`config.mk`:
```
export PLATFORM = sky130hd
export DESIGN_NAME = pq_front_end
export DESIGN_NICKNAME = d
export VERILOG_FILES = /design/src/rtl/pq_front_end.sv
export SDC_FILE = /design/constraint.sdc
export NUM_CORES = 1
export LEC_CHECK = 0
export ABC_CLOCK_PERIOD_IN_PS = 2970
export CAP_MARGIN = 10
export CORE_MARGIN = 1
export CORE_UTILIZATION = 45
export DETAILED_ROUTE_END_ITERATION = 10
export GPL_ROUTABILITY_DRIVEN = 0
export PLACE_DENSITY = 0.79
export SETUP_SLACK_MARGIN = 0.05
export SYNTH_ARGS = -nofsm -noshare
export SYNTH_HDL_FRONTEND = slang
export SYNTH_SLANG_ARGS = --single-unit
```
`constraint.sdc`:
```
create_clock -name clk -period 2.97 [get_ports clk]
set_input_delay 0.4455 -clock clk [delete_from_list [all_inputs] [get_ports clk]]
set_output_delay 0.4455 -clock clk [all_outputs]
set_load 0.1 [all_outputs]
```
`src/rtl/pq_front_end.sv`:
```
`default_nettype none
// ============================================================================
// pq_front_end: insert FIFO and head-prefetch register in front of a priority queue.
// Rev 1.0
// ============================================================================
module pq_front_end #(
    parameter int KW         = 8,
    parameter int VW         = 8,
    parameter int FIFO_DEPTH = 4,
    parameter int CNT_W      = 16
) (
    input  logic             clk,
    input  logic             rst,
    input  logic             in_valid_i,
    output logic             in_ready_o,
    input  logic [KW-1:0]    in_key_i,
    input  logic [VW-1:0]    in_val_i,
    output logic             out_valid_o,
    input  logic             out_ready_i,
    output logic [KW-1:0]    out_key_o,
    output logic [VW-1:0]    out_val_o,
    output logic             pq_enq_o,
    output logic             pq_deq_o,
    output logic [KW-1:0]    pq_kvi_key_o,
    output logic [VW-1:0]    pq_kvi_val_o,
    input  logic [KW-1:0]    pq_kvo_key_i,
    input  logic [VW-1:0]    pq_kvo_val_i,
    input  logic             pq_busy_i,
    input  logic             pq_full_i,
    input  logic             pq_empty_i,
    output logic [CNT_W-1:0] enq_count_o,
    output logic [CNT_W-1:0] deq_count_o
);
    localparam int         AW       = $clog2(FIFO_DEPTH);
    localparam logic [AW:0]   DEPTH_C  = (AW+1)'(FIFO_DEPTH);
    localparam logic [AW:0]   CNT1_C   = (AW+1)'(1);
    localparam logic [AW-1:0] PTR1_C   = AW'(1);
    localparam logic [CNT_W-1:0] STAT1_C = CNT_W'(1);
    localparam logic [0:0] ST_READY = 1'b0;
    localparam logic [0:0] ST_HOLD  = 1'b1;

    logic [KW-1:0]    key_mem_q [FIFO_DEPTH];
    logic [VW-1:0]    val_mem_q [FIFO_DEPTH];
    logic [AW-1:0]    wr_ptr_q, rd_ptr_q;
    logic [AW:0]      count_q, count_d;
    logic [0:0]       state_q, state_d;
    logic             rr_q, rr_d;
    logic             out_valid_q;
    logic [KW-1:0]    out_key_q, kvi_key_q;
    logic [VW-1:0]    out_val_q, kvi_val_q;
    logic             enq_q, deq_q;
    logic [CNT_W-1:0] enq_cnt_q, deq_cnt_q;

    logic w_fifo_full, w_push, w_can_issue, w_ins_c, w_deq_c, w_do_enq, w_do_deq;

    always_comb begin
        w_fifo_full = (count_q == DEPTH_C);
        w_push      = in_valid_i && !w_fifo_full;
        w_can_issue = (state_q == ST_READY) && !pq_busy_i;
        w_ins_c     = w_can_issue && (count_q != '0) && !pq_full_i;
        w_deq_c     = w_can_issue && !pq_empty_i && (!out_valid_q || out_ready_i);
        // A full FIFO overrides round-robin so inserts cannot be starved.
        w_do_enq    = w_ins_c && (!w_deq_c || w_fifo_full || rr_q);
        w_do_deq    = w_deq_c && !w_do_enq;

        rr_d = rr_q;
        if (w_ins_c && w_deq_c && !w_fifo_full)
            rr_d = !rr_q;

        count_d = count_q;
        if (w_push && !w_do_enq)
            count_d = count_q + CNT1_C;
        else if (!w_push && w_do_enq)
            count_d = count_q - CNT1_C;

        state_d = state_q;
        case (state_q)
            ST_READY: if (w_do_enq || w_do_deq) state_d = ST_HOLD;
            ST_HOLD:  state_d = ST_READY;
            default:  state_d = ST_READY;
        endcase
    end

    always_ff @(posedge clk) begin
        if (w_push) begin
            key_mem_q[wr_ptr_q] <= in_key_i;
            val_mem_q[wr_ptr_q] <= in_val_i;
        end
    end

    always_ff @(posedge clk or posedge rst) begin
        if (rst) begin
            wr_ptr_q    <= '0;
            rd_ptr_q    <= '0;
            count_q     <= '0;
            state_q     <= ST_READY;
            rr_q        <= 1'b0;
            out_valid_q <= 1'b0;
            out_key_q   <= '0;
            out_val_q   <= '0;
            kvi_key_q   <= '0;
            kvi_val_q   <= '0;
            enq_q       <= 1'b0;
            deq_q       <= 1'b0;
            enq_cnt_q   <= '0;
            deq_cnt_q   <= '0;
        end else begin
            count_q <= count_d;
            state_q <= state_d;
            rr_q    <= rr_d;
            enq_q   <= w_do_enq;
            deq_q   <= w_do_deq;
            if (w_push)
                wr_ptr_q <= wr_ptr_q + PTR1_C;
            if (w_do_enq) begin
                rd_ptr_q  <= rd_ptr_q + PTR1_C;
                kvi_key_q <= key_mem_q[rd_ptr_q];
                kvi_val_q <= val_mem_q[rd_ptr_q];
                enq_cnt_q <= enq_cnt_q + STAT1_C;
            end
            // Capturing the head also covers a same-cycle out handshake.
            if (w_do_deq) begin
                out_valid_q <= 1'b1;
                out_key_q   <= pq_kvo_key_i;
                out_val_q   <= pq_kvo_val_i;
                deq_cnt_q   <= deq_cnt_q + STAT1_C;
            end else if (out_valid_q && out_ready_i) begin
                out_valid_q <= 1'b0;
            end
        end
    end

    assign in_ready_o   = !w_fifo_full;
    assign out_valid_o  = out_valid_q;
    assign out_key_o    = out_key_q;
    assign out_val_o    = out_val_q;
    assign pq_enq_o     = enq_q;
    assign pq_deq_o     = deq_q;
    assign pq_kvi_key_o = kvi_key_q;
    assign pq_kvi_val_o = kvi_val_q;
    assign enq_count_o  = enq_cnt_q;
    assign deq_count_o  = deq_cnt_q;

endmodule
`default_nettype wire

```
==> metrics.md <==
| Metric | Value |
|---|---|
| Multi-input logic area | 1660 sq um |
| Synth unique cells | 36 |
| Gr busiest metal | met2 |
| Routed WL | 10600 um |
| Synth Instances | 333 |
| Max-slew headroom | 45.0% |
| Cell-internal power | 4.91 mW |
| Status | finished, final reports clean |
| Vias in the first global route | 3406 |
| Hold_buf cts | 0 |
| Reg-to-Reg Start | count_q[0]$_DFFE_PP0P_ |
| First-pass GRT wire length | 17400 um |
| Maximum vdd drop | 0.830 mV |
| M3 GR Usage | 5.37% |
| Share of cells above drive strength 1 | 32.0% |
| Root buffer cell | clkbuf_16 |
| Worst endpoint required time | 3.27 ns |
| Mapped Area | 5590 sq um |
| Crit. End Element | register |
| GR Util met2 | 29.6% |
| CTS Buffer Depth | 2 |
| Max FO, Critical Path | 9 |
| Fin nets | 509 |
| Post-synthesis register bit count | 140 |
| Sequential area share after synthesis | 68.4% |
| Worst EP arrival | 2.70 ns |
| Reg2reg setup slack | 0.56 ns |
| Comb power frac | 42.6% |
| Cell Pwr Density | 1200 nW/um^2 |
| Met1 GRT Util | 22.3% |
| Htree depth | 4 |
| Mean Syn Cell Area | 16.8 sq um |
| Die X | 113 um |
| Minimum clock period | 2.41 ns |
| Per-cell routed wire length | 16.4 um |
| DRC Markers | 0 |
| Setup repair bufs after CTS | 0 |
| Post-DP HPWL | 7020 um |
| DRT iter0 DRCs | 225 |
| Hold/Removal Path Class | input port to async pin |
| Remaining Overflow, GRT | 0 |
| Worst Slack Setup Final | 0.565 ns |
| RR Endpoint | count_q[1]$_DFFE_PP0P_ |
| Max-slew violation count | 0 |
| Sequential Power Share | 33.0% |
| Total clock sinks | 140 |
| Non-Filler Instances | 643 |
| Rows | 40 |
| Startpoint Class | register |
| Clock Latency Late Sink | 0.41 ns |
| Syn-to-layout area delta | 31.5% |
| Max Clock Skew | 0.00705 ns |
| Slew @ Worst Pin | 0.825 ns |
| Largest net degree at the start of global routing | 44 |
| TritonRoute pass-1 iters | 4 |
| Max Fclk | 416 MHz |
| Psw | 3.93 mW |
| Core ar. | 12100 sq um |
| RSZ-0062 raised after global routing | no |
| Hold Slack | 0.437 ns |
| Fill count | 895 |
| Max Cap Violations | 0 |
| Storage cell area | 3820 sq um |
| Vias | 3240 |
| Initial Utilization | 46.3% |
| Vias per cell | 5.04 |
| CTS resizes | 0 |
| Antenna violations before repair | 0 |
| R2R depth | 6 |
| Diodes inserted | 0 |
| Post-DRT Antenna Nets | 0 |
| Die H | 113 um |
| Number of I/O port buffers | 106 |
| Setup-failing EPs final | 0 |
| Synth warn | 0 |
| CTS tree | yes |
| Tot GR Track Use | 17.9% |
| DP Worst Slack | 0.304 ns |
| Mapped Nets | 380 |
| Total power | 8.83 mW |
| CTS clock-pin slew for the worst setup and hold paths | 0.06 ns |
| Final hold viol count | 0 |
| Total die area | 12900 sq um |
| Worst setup path class | register to register |
| Leak | 3.03 nW |
| Clock Power Share | 24.4% |
| Setup TNS | 0 ns |
| Placed insts | 611 |
| Cts bufs inserted | 17 |
| Boundary Pins | 107 |
| Final period util | 81.0% |
| Switching share of power | 44.5% |
==> critical path, cell delays in order (launching register included) <==
cell	delay, ns
dfrtp_1	0.43
or3b_1	0.56
and2_0	0.31
ha_1	0.26
inv_1	0.07
fa_1	0.40
mux2_2	0.26
==> per-stage QoR <==
step | util (%) | instance area [sq um]
after global routing | 60.9 | 7350
after global placement | 55.9 | 6740
after detailed placement | 55.9 | 6740
after floorplan | - | 5590
after CTS | 60.9 | 7350
final | 60.9 | 7350
==> Yosys cell counts <==
library cell | instances | area [sq um]
clkbuf_1 | 2 | 7.51
and4_1 | 4 | 35.0
nor3_1 | 10 | 50.1
fa_1 | 1 | 20.0
dfrtp_1 | 76 | 1900
buf_2 | 5 | 25.0
buf_4 | 2 | 15.0
nand4_1 | 11 | 68.8
or2_4 | 1 | 8.76
buf_12 | 1 | 20.0
nand3_1 | 14 | 70.1
nor2_1 | 4 | 15.0
buf_6 | 1 | 11.3
or3_1 | 1 | 6.26
nand3b_1 | 2 | 15.0
o21ai_0 | 2 | 10.0
a211oi_4 | 1 | 20.0
and2_0 | 1 | 6.26
edfxtp_1 | 64 | 1920
and2_4 | 1 | 8.76
ha_1 | 7 | 87.6
mux2_1 | 17 | 191
nor3b_1 | 4 | 30.0
inv_1 | 7 | 26.3
nand2_1 | 9 | 33.8
mux4_2 | 16 | 360
nor4b_1 | 1 | 8.76
or3b_1 | 1 | 8.76
xnor2_1 | 21 | 184
xor2_1 | 16 | 140
and2_1 | 2 | 12.5
nor4_1 | 1 | 6.26
nand4b_1 | 1 | 8.76
mux2_2 | 18 | 203
and3_1 | 7 | 43.8
nand2b_1 | 1 | 6.26
==> worst max path at each step <==
stage / start / to / slack (ns) / cells after the start
after floorplan: count_q[2]$_DFFE_PP0P_ / count_q[2]$_DFFE_PP0P_ / 0.17 / 12
after detailed placement: pq_busy_i / count_q[1]$_DFFE_PP0P_ / 0.30 / 9
after CTS: count_q[0]$_DFFE_PP0P_ / count_q[1]$_DFFE_PP0P_ / 0.54 / 8
after global placement: pq_busy_i / count_q[1]$_DFFE_PP0P_ / 0.35 / 9
final: count_q[0]$_DFFE_PP0P_ / count_q[1]$_DFFE_PP0P_ / 0.56 / 6
after global routing: count_q[0]$_DFFE_PP0P_ / count_q[1]$_DFFE_PP0P_ / 0.44 / 8
==> power by group through the flow <==
stage,registers (mW),logic (mW),clock network (mW)
floorplan,4.83,0.998,0
global placement,2.92,3.74,0
detailed placement,2.96,3.80,0
CTS,2.93,3.81,2.19
global route,2.99,3.92,2.28
finish,2.92,3.76,2.15
==> metal layers <==
metal	wire (um)	vias up
met5	0	-
met2	5300	95
li1	-	1497
met1	4570	1638
met3	545	10
met4	132	0
==> cells in the final DEF (no fill, tap or decap), drive strengths merged, types with 7 or more instances in the layout <==
master / netlist / layout
nand3: 14 / 14
edfxtp: 64 / 64
and3: 7 / 7
xor2: 16 / 16
mux4: 16 / 16
nand4: 11 / 11
inv: 7 / 12
clkbuf: 2 / 18
ha: 7 / 7
buf: 9 / 83
xnor2: 21 / 21
dfrtp: 76 / 76
mux2: 35 / 35
nor3: 10 / 10
clkdlybuf4s50: 0 / 38
nand2: 9 / 9
==> area by class of cell <==
cell class / instances / share of cell area (%)
Clock inverter: 14 / 2.47
Timing Repair Buffer: 121 / 13.8
Multi-Input combinational cell: 175 / 22.6
Clock buffer: 18 / 5.84
Tap cell: 168 / 2.86
Inverter: 7 / 0.375
Sequential cell: 140 / 52.0
==> flip-flops by register name, summed over array words and instances (netlist names) <==
signal,cells
enq_count_o,16
out_valid_o,1
pq_kvi_key_o,8
deq_count_o,16
rr_q,1
pq_enq_o,1
rd_ptr_q,2
wr_ptr_q,2
pq_deq_o,1
key_mem_q,32
out_val_o,8
val_mem_q,32
state_q,1
out_key_o,8
pq_kvi_val_o,8
count_q,3
==> kinds of logic (layout without fill, tap and decap cells) <==
group                      Yosys count  count (layout)  synth area share (%)
muxes                               51              51                  13.5
xor gates and xnor gates            37              37                  5.80
adders and majority gates            8               8                  1.93
buffers and inverters               18             160                  1.88
DFF                                140             140                  68.4
and+or+nand+nor                     76              76                  7.93
AOI/OAI and AO/OA                    3               3                 0.537
No activity file was read; power rests on OpenSTA's default activity.
